[src/rtl/alu_muldiv_seq.sv]
// Iterative M-extension multiply/divide unit (RV32M/RV64M including W ops).
// Shift-add multiplier and restoring divider share one IDLE/CALC/DONE handshake FSM.
module alu_muldiv_seq #(
  parameter int WIDTH  = 64,
  parameter int UNROLL = 1
) (
  input  logic             clk,
  input  logic             rst,
  input  logic             flush,
  input  logic             in_valid,
  output logic             in_ready,
  input  logic [3:0]       md_op,
  input  logic [WIDTH-1:0] op_a,
  input  logic [WIDTH-1:0] op_b,
  output logic             out_valid,
  input  logic             out_ready,
  output logic [WIDTH-1:0] result,
  output logic             div_by_zero,
  output logic             invalid_op
);

  localparam int N_FULL = WIDTH / UNROLL;
  localparam int N_HALF = 32 / UNROLL;
  localparam int CNT_W  = $clog2(N_FULL) + 1;

  localparam logic [3:0] OP_MUL    = 4'd0;
  localparam logic [3:0] OP_MULH   = 4'd1;
  localparam logic [3:0] OP_MULHSU = 4'd2;
  localparam logic [3:0] OP_MULHU  = 4'd3;
  localparam logic [3:0] OP_DIV    = 4'd4;
  localparam logic [3:0] OP_DIVU   = 4'd5;
  localparam logic [3:0] OP_REM    = 4'd6;
  localparam logic [3:0] OP_REMU   = 4'd7;
  localparam logic [3:0] OP_MULW   = 4'd8;
  localparam logic [3:0] OP_DIVW   = 4'd9;
  localparam logic [3:0] OP_DIVUW  = 4'd10;
  localparam logic [3:0] OP_REMW   = 4'd11;
  localparam logic [3:0] OP_REMUW  = 4'd12;

  typedef enum logic [1:0] {IDLE, CALC, DONE} state_t;

  if (!((WIDTH == 32 || WIDTH == 64) && (UNROLL == 1 || UNROLL == 2 || UNROLL == 4)))
  begin : g_bad_param
    $error("alu_muldiv_seq: unsupported WIDTH/UNROLL combination");
  end

  // Extend the low 32 bits of v to WIDTH, signed or unsigned.
  function automatic logic [WIDTH-1:0] ext32(input logic [WIDTH-1:0] v, input logic sgn);
    logic signed [31:0] lo;
    lo = v[31:0];
    if (sgn) return WIDTH'(lo);
    return WIDTH'(v[31:0]);
  endfunction

  function automatic logic [WIDTH-1:0] sext_w(input logic [WIDTH-1:0] v, input logic ew32);
    if (ew32) return ext32(v, 1'b1);
    return v;
  endfunction

  function automatic logic [WIDTH-1:0] abs_val(input logic [WIDTH-1:0] v, input logic neg);
    return neg ? -v : v;
  endfunction

  state_t state_q, state_d;

  logic dec_mul, dec_div, dec_rem, dec_hi, dec_as, dec_bs, dec_w, dec_inv;
  logic ew32_in, neg_a, neg_b, fast_dbz, fast_ovf, fast, accept;
  logic [WIDTH-1:0] ext_a, ext_b, mag_a, mag_b, min_ew, fast_raw, fast_res;

  logic               mul_q, rem_sel_q, hi_q, neg_q, ew32_q;
  logic [WIDTH-1:0]   opa_q, opb_q, quo_q, quo_n;
  logic [WIDTH:0]     rem_q, rem_n;
  logic [2*WIDTH:0]   acc_q, acc_n;
  logic [2*WIDTH-1:0] prod;
  logic [WIDTH-1:0]   fin_raw, fin_res;
  logic [CNT_W-1:0]   cnt_q, cnt_nx, n_lim;
  logic [WIDTH-1:0]   result_q;
  logic               dbz_q, inv_q;

  // Op decode: dec_div covers both quotient and remainder ops.
  always_comb begin
    dec_mul = 1'b0; dec_div = 1'b0; dec_rem = 1'b0; dec_hi = 1'b0;
    dec_as  = 1'b0; dec_bs  = 1'b0; dec_w   = 1'b0; dec_inv = 1'b0;
    case (md_op)
      OP_MUL:    dec_mul = 1'b1;
      OP_MULH:   begin dec_mul = 1'b1; dec_hi = 1'b1; dec_as = 1'b1; dec_bs = 1'b1; end
      OP_MULHSU: begin dec_mul = 1'b1; dec_hi = 1'b1; dec_as = 1'b1; end
      OP_MULHU:  begin dec_mul = 1'b1; dec_hi = 1'b1; end
      OP_DIV:    begin dec_div = 1'b1; dec_as = 1'b1; dec_bs = 1'b1; end
      OP_DIVU:   dec_div = 1'b1;
      OP_REM:    begin dec_div = 1'b1; dec_rem = 1'b1; dec_as = 1'b1; dec_bs = 1'b1; end
      OP_REMU:   begin dec_div = 1'b1; dec_rem = 1'b1; end
      OP_MULW:   begin dec_mul = 1'b1; dec_w = 1'b1; end
      OP_DIVW:   begin dec_div = 1'b1; dec_as = 1'b1; dec_bs = 1'b1; dec_w = 1'b1; end
      OP_DIVUW:  begin dec_div = 1'b1; dec_w = 1'b1; end
      OP_REMW:   begin dec_div = 1'b1; dec_rem = 1'b1; dec_as = 1'b1; dec_bs = 1'b1; dec_w = 1'b1; end
      OP_REMUW:  begin dec_div = 1'b1; dec_rem = 1'b1; dec_w = 1'b1; end
      default:   dec_inv = 1'b1;
    endcase
  end

  // Operand preparation: W ops see only bits [31:0]; signed ops work on magnitudes.
  assign ew32_in = (WIDTH == 64) && dec_w;
  assign ext_a   = ew32_in ? ext32(op_a, dec_as) : op_a;
  assign ext_b   = ew32_in ? ext32(op_b, dec_bs) : op_b;
  assign neg_a   = dec_as && ext_a[WIDTH-1];
  assign neg_b   = dec_bs && ext_b[WIDTH-1];
  assign mag_a   = abs_val(ext_a, neg_a);
  assign mag_b   = abs_val(ext_b, neg_b);
  assign min_ew  = ew32_in ? ({WIDTH{1'b1}} << 31) : ({WIDTH{1'b1}} << (WIDTH - 1));

  assign fast_dbz = dec_div && (ext_b == '0);
  assign fast_ovf = dec_div && dec_as && dec_bs && (ext_a == min_ew) && (ext_b == '1);
  assign fast     = dec_inv || fast_dbz || fast_ovf;
  assign accept   = in_valid && in_ready && !flush;

  always_comb begin
    fast_raw = '0;
    if (fast_dbz)      fast_raw = dec_rem ? ext_a : '1;
    else if (fast_ovf) fast_raw = dec_rem ? '0 : ext_a;
    fast_res = sext_w(fast_raw, ew32_in);
  end

  always_ff @(posedge clk) begin
    if (rst) state_q <= IDLE;
    else     state_q <= state_d;
  end

  assign cnt_nx = cnt_q + CNT_W'(1);
  assign n_lim  = ew32_q ? CNT_W'(N_HALF) : CNT_W'(N_FULL);

  always_comb begin
    state_d = state_q;
    case (state_q)
      IDLE: if (accept) state_d = fast ? DONE : CALC;
      CALC: if (cnt_nx == n_lim) state_d = DONE;
      DONE: if (out_ready) state_d = IDLE;
      default: state_d = IDLE;
    endcase
    if (flush) state_d = IDLE;
  end

  always_comb begin
    in_ready    = (state_q == IDLE);
    out_valid   = (state_q == DONE);
    div_by_zero = (state_q == DONE) && dbz_q;
    invalid_op  = (state_q == DONE) && inv_q;
    result      = result_q;
  end

  // One CALC cycle retires UNROLL multiplier or quotient bits.
  always_comb begin
    acc_n = acc_q;
    rem_n = rem_q;
    quo_n = quo_q;
    for (int k = 0; k < UNROLL; k++) begin
      if (mul_q) begin
        if (acc_n[0]) acc_n[2*WIDTH:WIDTH] = acc_n[2*WIDTH:WIDTH] + {1'b0, opa_q};
        acc_n = acc_n >> 1;
      end else begin
        rem_n = {rem_n[WIDTH-1:0], quo_n[WIDTH-1]};
        quo_n = {quo_n[WIDTH-2:0], 1'b0};
        if (rem_n >= {1'b0, opb_q}) begin
          rem_n    = rem_n - {1'b0, opb_q};
          quo_n[0] = 1'b1;
        end
      end
    end
  end

  // A 32-iteration product in the wide accumulator lands 32 bits up.
  always_comb begin
    prod = ew32_q ? (2*WIDTH)'(acc_n[WIDTH+31:32]) : acc_n[2*WIDTH-1:0];
    if (neg_q) prod = -prod;
    if (mul_q)          fin_raw = hi_q ? prod[2*WIDTH-1:WIDTH] : prod[WIDTH-1:0];
    else if (rem_sel_q) fin_raw = abs_val(rem_n[WIDTH-1:0], neg_q);
    else                fin_raw = abs_val(quo_n, neg_q);
    fin_res = sext_w(fin_raw, ew32_q);
  end

  always_ff @(posedge clk) begin
    if (rst) begin
      cnt_q    <= '0;
      result_q <= '0;
      dbz_q    <= 1'b0;
      inv_q    <= 1'b0;
    end else if (accept) begin
      cnt_q <= '0;
      dbz_q <= fast_dbz;
      inv_q <= dec_inv;
      if (fast) result_q <= fast_res;
    end else if (state_q == CALC && !flush) begin
      cnt_q <= cnt_nx;
      if (cnt_nx == n_lim) result_q <= fin_res;
    end
  end

  always_ff @(posedge clk) begin
    if (accept) begin
      opa_q     <= mag_a;
      opb_q     <= mag_b;
      acc_q     <= {{(WIDTH+1){1'b0}}, mag_b};
      rem_q     <= '0;
      quo_q     <= ew32_in ? (mag_a << (WIDTH - 32)) : mag_a;
      mul_q     <= dec_mul;
      rem_sel_q <= dec_rem;
      hi_q      <= dec_hi;
      ew32_q    <= ew32_in;
      neg_q     <= dec_rem ? neg_a : (neg_a ^ neg_b);
    end else if (state_q == CALC) begin
      acc_q <= acc_n;
      rem_q <= rem_n;
      quo_q <= quo_n;
    end
  end

endmodule

[config.mk]
export PLATFORM = sky130hd
export DESIGN_NAME = alu_muldiv_seq
export DESIGN_NICKNAME = d
export VERILOG_FILES = /design/src/rtl/alu_muldiv_seq.sv
export SDC_FILE = /design/constraint.sdc
export NUM_CORES = 2
export LEC_CHECK = 0
export BUFFER_PORTS_ARGS = -buffer_cell sky130_fd_sc_hd__buf_2
export CORE_UTILIZATION = 25
export CTS_CLUSTER_DIAMETER = 150
export DETAILED_ROUTE_END_ITERATION = 12
export GPL_TIMING_DRIVEN = 0
export HOLD_SLACK_MARGIN = 0.1
export PLACE_DENSITY_LB_ADDON = 0.05
export SKIP_CTS_REPAIR_TIMING = 1
export SLEW_MARGIN = 20
export SYNTH_ARGS = -nofsm -noshare
export SYNTH_HDL_FRONTEND = slang
export SYNTH_SLANG_ARGS = --single-unit
[constraint.sdc]
create_clock -name clk -period 12.25 [get_ports clk]
set_clock_uncertainty 0.2 [all_clocks]
set_input_delay 2.45 -clock clk [delete_from_list [all_inputs] [get_ports clk]]
set_output_delay 2.45 -clock clk [all_outputs]
set_load 0.005 [all_outputs]
==> flow_metrics.env <==
export IMPL_outcome="finished, violations left"
export IMPL_violations="setup timing"
export IMPL_ys_seq_area_frac=0.2649
export IMPL_clkLatencyLatePin_ns=0.73
export IMPL_layout_setup_ws_ns=-0.2795
export IMPL_first_pass_iters=7
export IMPL_p_sw_mw=2.866
export IMPL_clkPwrFrac=0.342
export IMPL_synth_async_reset_ratio=0
export IMPL_crit_family="buffers and inverters"
export IMPL_syn_nets=6141
export IMPL_start_util=0.2518
export IMPL_max_stage_delay_ns=0.68
export IMPL_max_vdd_ir_drop_mv=0.09574
export IMPL_ys_flop_type="edfxtp_1"
export IMPL_syn_area_sq_um=44930
export IMPL_ios=205
export IMPL_synth_top_cell_by_area="edfxtp_1"
export IMPL_grt_pass1_vias=49946
export IMPL_critPathRequiredTime_ns=12.65
export IMPL_final_cells=8610
export IMPL_setup_worst_path_end_class="flop"
export IMPL_reg2reg_setup_slack_ns=-0.28
export IMPL_die_h_um=426.0
export IMPL_synth_edf_count=261
export IMPL_multi_input_area_sq_um=31000
export IMPL_fin_crit_sh=1.023
export IMPL_remaining_drc_errors=0
export IMPL_reg2reg_from="mul_q"
export IMPL_cts_root_buf="clkbuf_16"
export IMPL_num_fill_cells=19630
export IMPL_clk_pin_slew_ns=0.06
export IMPL_regArea_sq_um=11900
export IMPL_die_w_um=426.0
export IMPL_io_buffers=201
export IMPL_worst_pin_slew_ns=1.378
export IMPL_slowest_stage="mux2i_1"
export IMPL_intPower_mw=3.657
export IMPL_startpoint_type="flop"
export IMPL_combPwrFrac=0.363
export IMPL_syn_area_per_cell_sq_um=7.659
export IMPL_finalSetupViolations=10
export IMPL_grt_pass1_wl_mm=499.3
export IMPL_synth_area_leaders="edfxtp_1, dfxtp_1, o21ai_0, nand2_1, a21oi_1"
export IMPL_yosysTopAreaCellShare=0.1744
export IMPL_grt_overflow_total=0
export IMPL_p_leak_nw=19.14
export IMPL_min_path_type="reg -> reg"
export IMPL_die_area_sq_um=181400
export IMPL_area_growth_pct=16.82
export IMPL_ant_nets=0
export IMPL_wl_mm=388.1
export IMPL_cts_buffer_depth=3
export IMPL_arrival_ns=12.93
export IMPL_vias=54716
export IMPL_min_from="result[50]"
export IMPL_worstSetupStartpoint="mul_q"
export IMPL_drive_above_1_share=0.1226
export IMPL_hold_ws_ns=0.2340
export IMPL_rsz0062_at_grt="no"
export IMPL_path_buf_inv=13
export IMPL_path_class="reg -> reg"
export IMPL_max_slew_margin=0.07187
export IMPL_cts_inserted_buffers=68
export IMPL_nets=6458
export IMPL_fin_crit_ns=12.53
export IMPL_synthCells=5867
export IMPL_cts_tree="yes"
export IMPL_gp_congestion=1.111
export IMPL_cp_common_cell="buf_2"
export IMPL_ys_seq_elements=464
export IMPL_switching_share=0.4394
export IMPL_post_drt_wl_per_cell_um=45.07
export IMPL_ys_warn_count=0
export IMPL_placedCellCount=8464
export IMPL_max_freq_ghz=0.07981
export IMPL_vias_per_cell=6.355
export IMPL_power_density_nw_per_um2=124.3
export IMPL_postLayoutCoreUtil=0.2942
export IMPL_drt_initial_drc_count=7829
export IMPL_fin_setup_tns_ns=-1.344
export IMPL_num_rows=155
export IMPL_worstPathMaxFanout=19
export IMPL_coreArea_sq_um=178400
export IMPL_synth_cell_types=121
export IMPL_grt_max_degree=49
export IMPL_dp_hpwl_mm=320.7
export IMPL_ctsHtreeMaxLevel=3
export IMPL_drv_slew=0
export IMPL_grt_util_all_layers=0.4144
export IMPL_hold_viol_final=0
export IMPL_cts_sinks=464
export IMPL_p_seq_frac=0.294
export IMPL_max_cap_violations=0
export IMPL_antenna_found_initial=63
==> stage by stage <==
stage          cell area [sq um]  power (mW)  setup slack, ns
3_3_place_gp               48890       4.169           -2.972
2_1_floorplan              44930       2.959            3.616
6_report                   52490       6.523          -0.2795
4_1_cts                    52360       6.422           -1.691
3_5_place_dp               49920       4.193           -1.661
5_1_grt                    52460       6.604          0.07898
==> per-layer routing <==
layer	track usage	share of wire
met1	0.5649	0.44
met2	0.6047	0.41
met3	0.1036	0.094
met4	0.1978	0.056
met5	0	0.00043
==> state kept, by name, indices dropped and copies added (netlist names) <==
register,count
quo_q,64
rem_sel_q,1
mul_q,1
hi_q,1
result,64
state_q,2
neg_q,1
cnt_q,7
opa_q,64
ew32_q,1
rem_q,64
acc_q,128
inv_q,1
dbz_q,1
opb_q,64
==> logic make-up (layout without fill, tap and decap cells) <==
group           count (synthesis)  after routing  share of synthesized area
xor+xnor                      342            342                    0.06666
simple gates                 2029           2029                     0.2213
buf+inv                       583            956                    0.05416
mux                           207            207                    0.04887
fa+ha+maj                     137            137                    0.03848
compound gates               2105           2105                     0.3056
flops                         464            464                     0.2649
other cells                     0             15                          0
==> cell usage after synthesis, types with 96 or more instances <==
library cell and instances:
a31oi_1 96, nand3_1 135, nand2_1 673, mux2i_1 171
inv_1 168, clkbuf_1 283, a21oi_1 485, dfxtp_1 203
xor2_1 144, o21ai_0 566, xnor2_1 198, nor3_1 130
edfxtp_1 261, ha_1 135, nor2_1 515
==> layout by cell type, fill, tap and decap left out, drive strengths merged, types with 139 or more instances in the layout <==
cell type | Yosys | routed
edfxtp | 261 | 261
a21oi | 485 | 485
mux2i | 171 | 171
inv | 168 | 171
clkbuf | 284 | 374
xnor2 | 198 | 198
buf | 129 | 371
o21ai | 597 | 597
dfxtp | 203 | 203
nand3 | 139 | 139
xor2 | 144 | 144
nand2 | 676 | 676
nor2 | 517 | 517
==> worst paths after layout <==
path,endpoint,depth (start not counted)
setup reg to reg,result[50],29
hold reg to reg,result[50],2
setup / recovery,result[50],29
hold / removal,result[50],2
==> power by group through the flow <==
stage	Sequential [mW]	Clock, mW	Combinational (mW)
6_report	1.92	2.23	2.37
5_1_grt	1.92	2.29	2.39
4_1_cts	1.91	2.25	2.26
3_5_place_dp	1.94	0	2.25
3_3_place_gp	1.96	0	2.21
2_1_floorplan	1.86	0	1.10
==> cell type report <==
type | instances | area share
flip-flops and latches | 464 | 0.2267
repair buffers | 249 | 0.03087
multi-input cells | 4820 | 0.5906
well taps | 2355 | 0.05614
clock inverters | 41 | 0.01006
diodes | 15 | 0.0007151
inverters | 170 | 0.01216
plain buffers | 411 | 0.03635
clock buffers | 85 | 0.03642
==> worst register-to-register path: cells and delay by family, from the launching register on <==
family | cells | cell delay (ns)
compound gates | 4 | 1.49
fa+ha+maj | 1 | 0.24
mux | 1 | 0.68
simple gates | 10 | 3.19
buf+inv | 13 | 6.15
flops | 1 | 0.48
No activity file was read; power rests on OpenSTA's default activity.
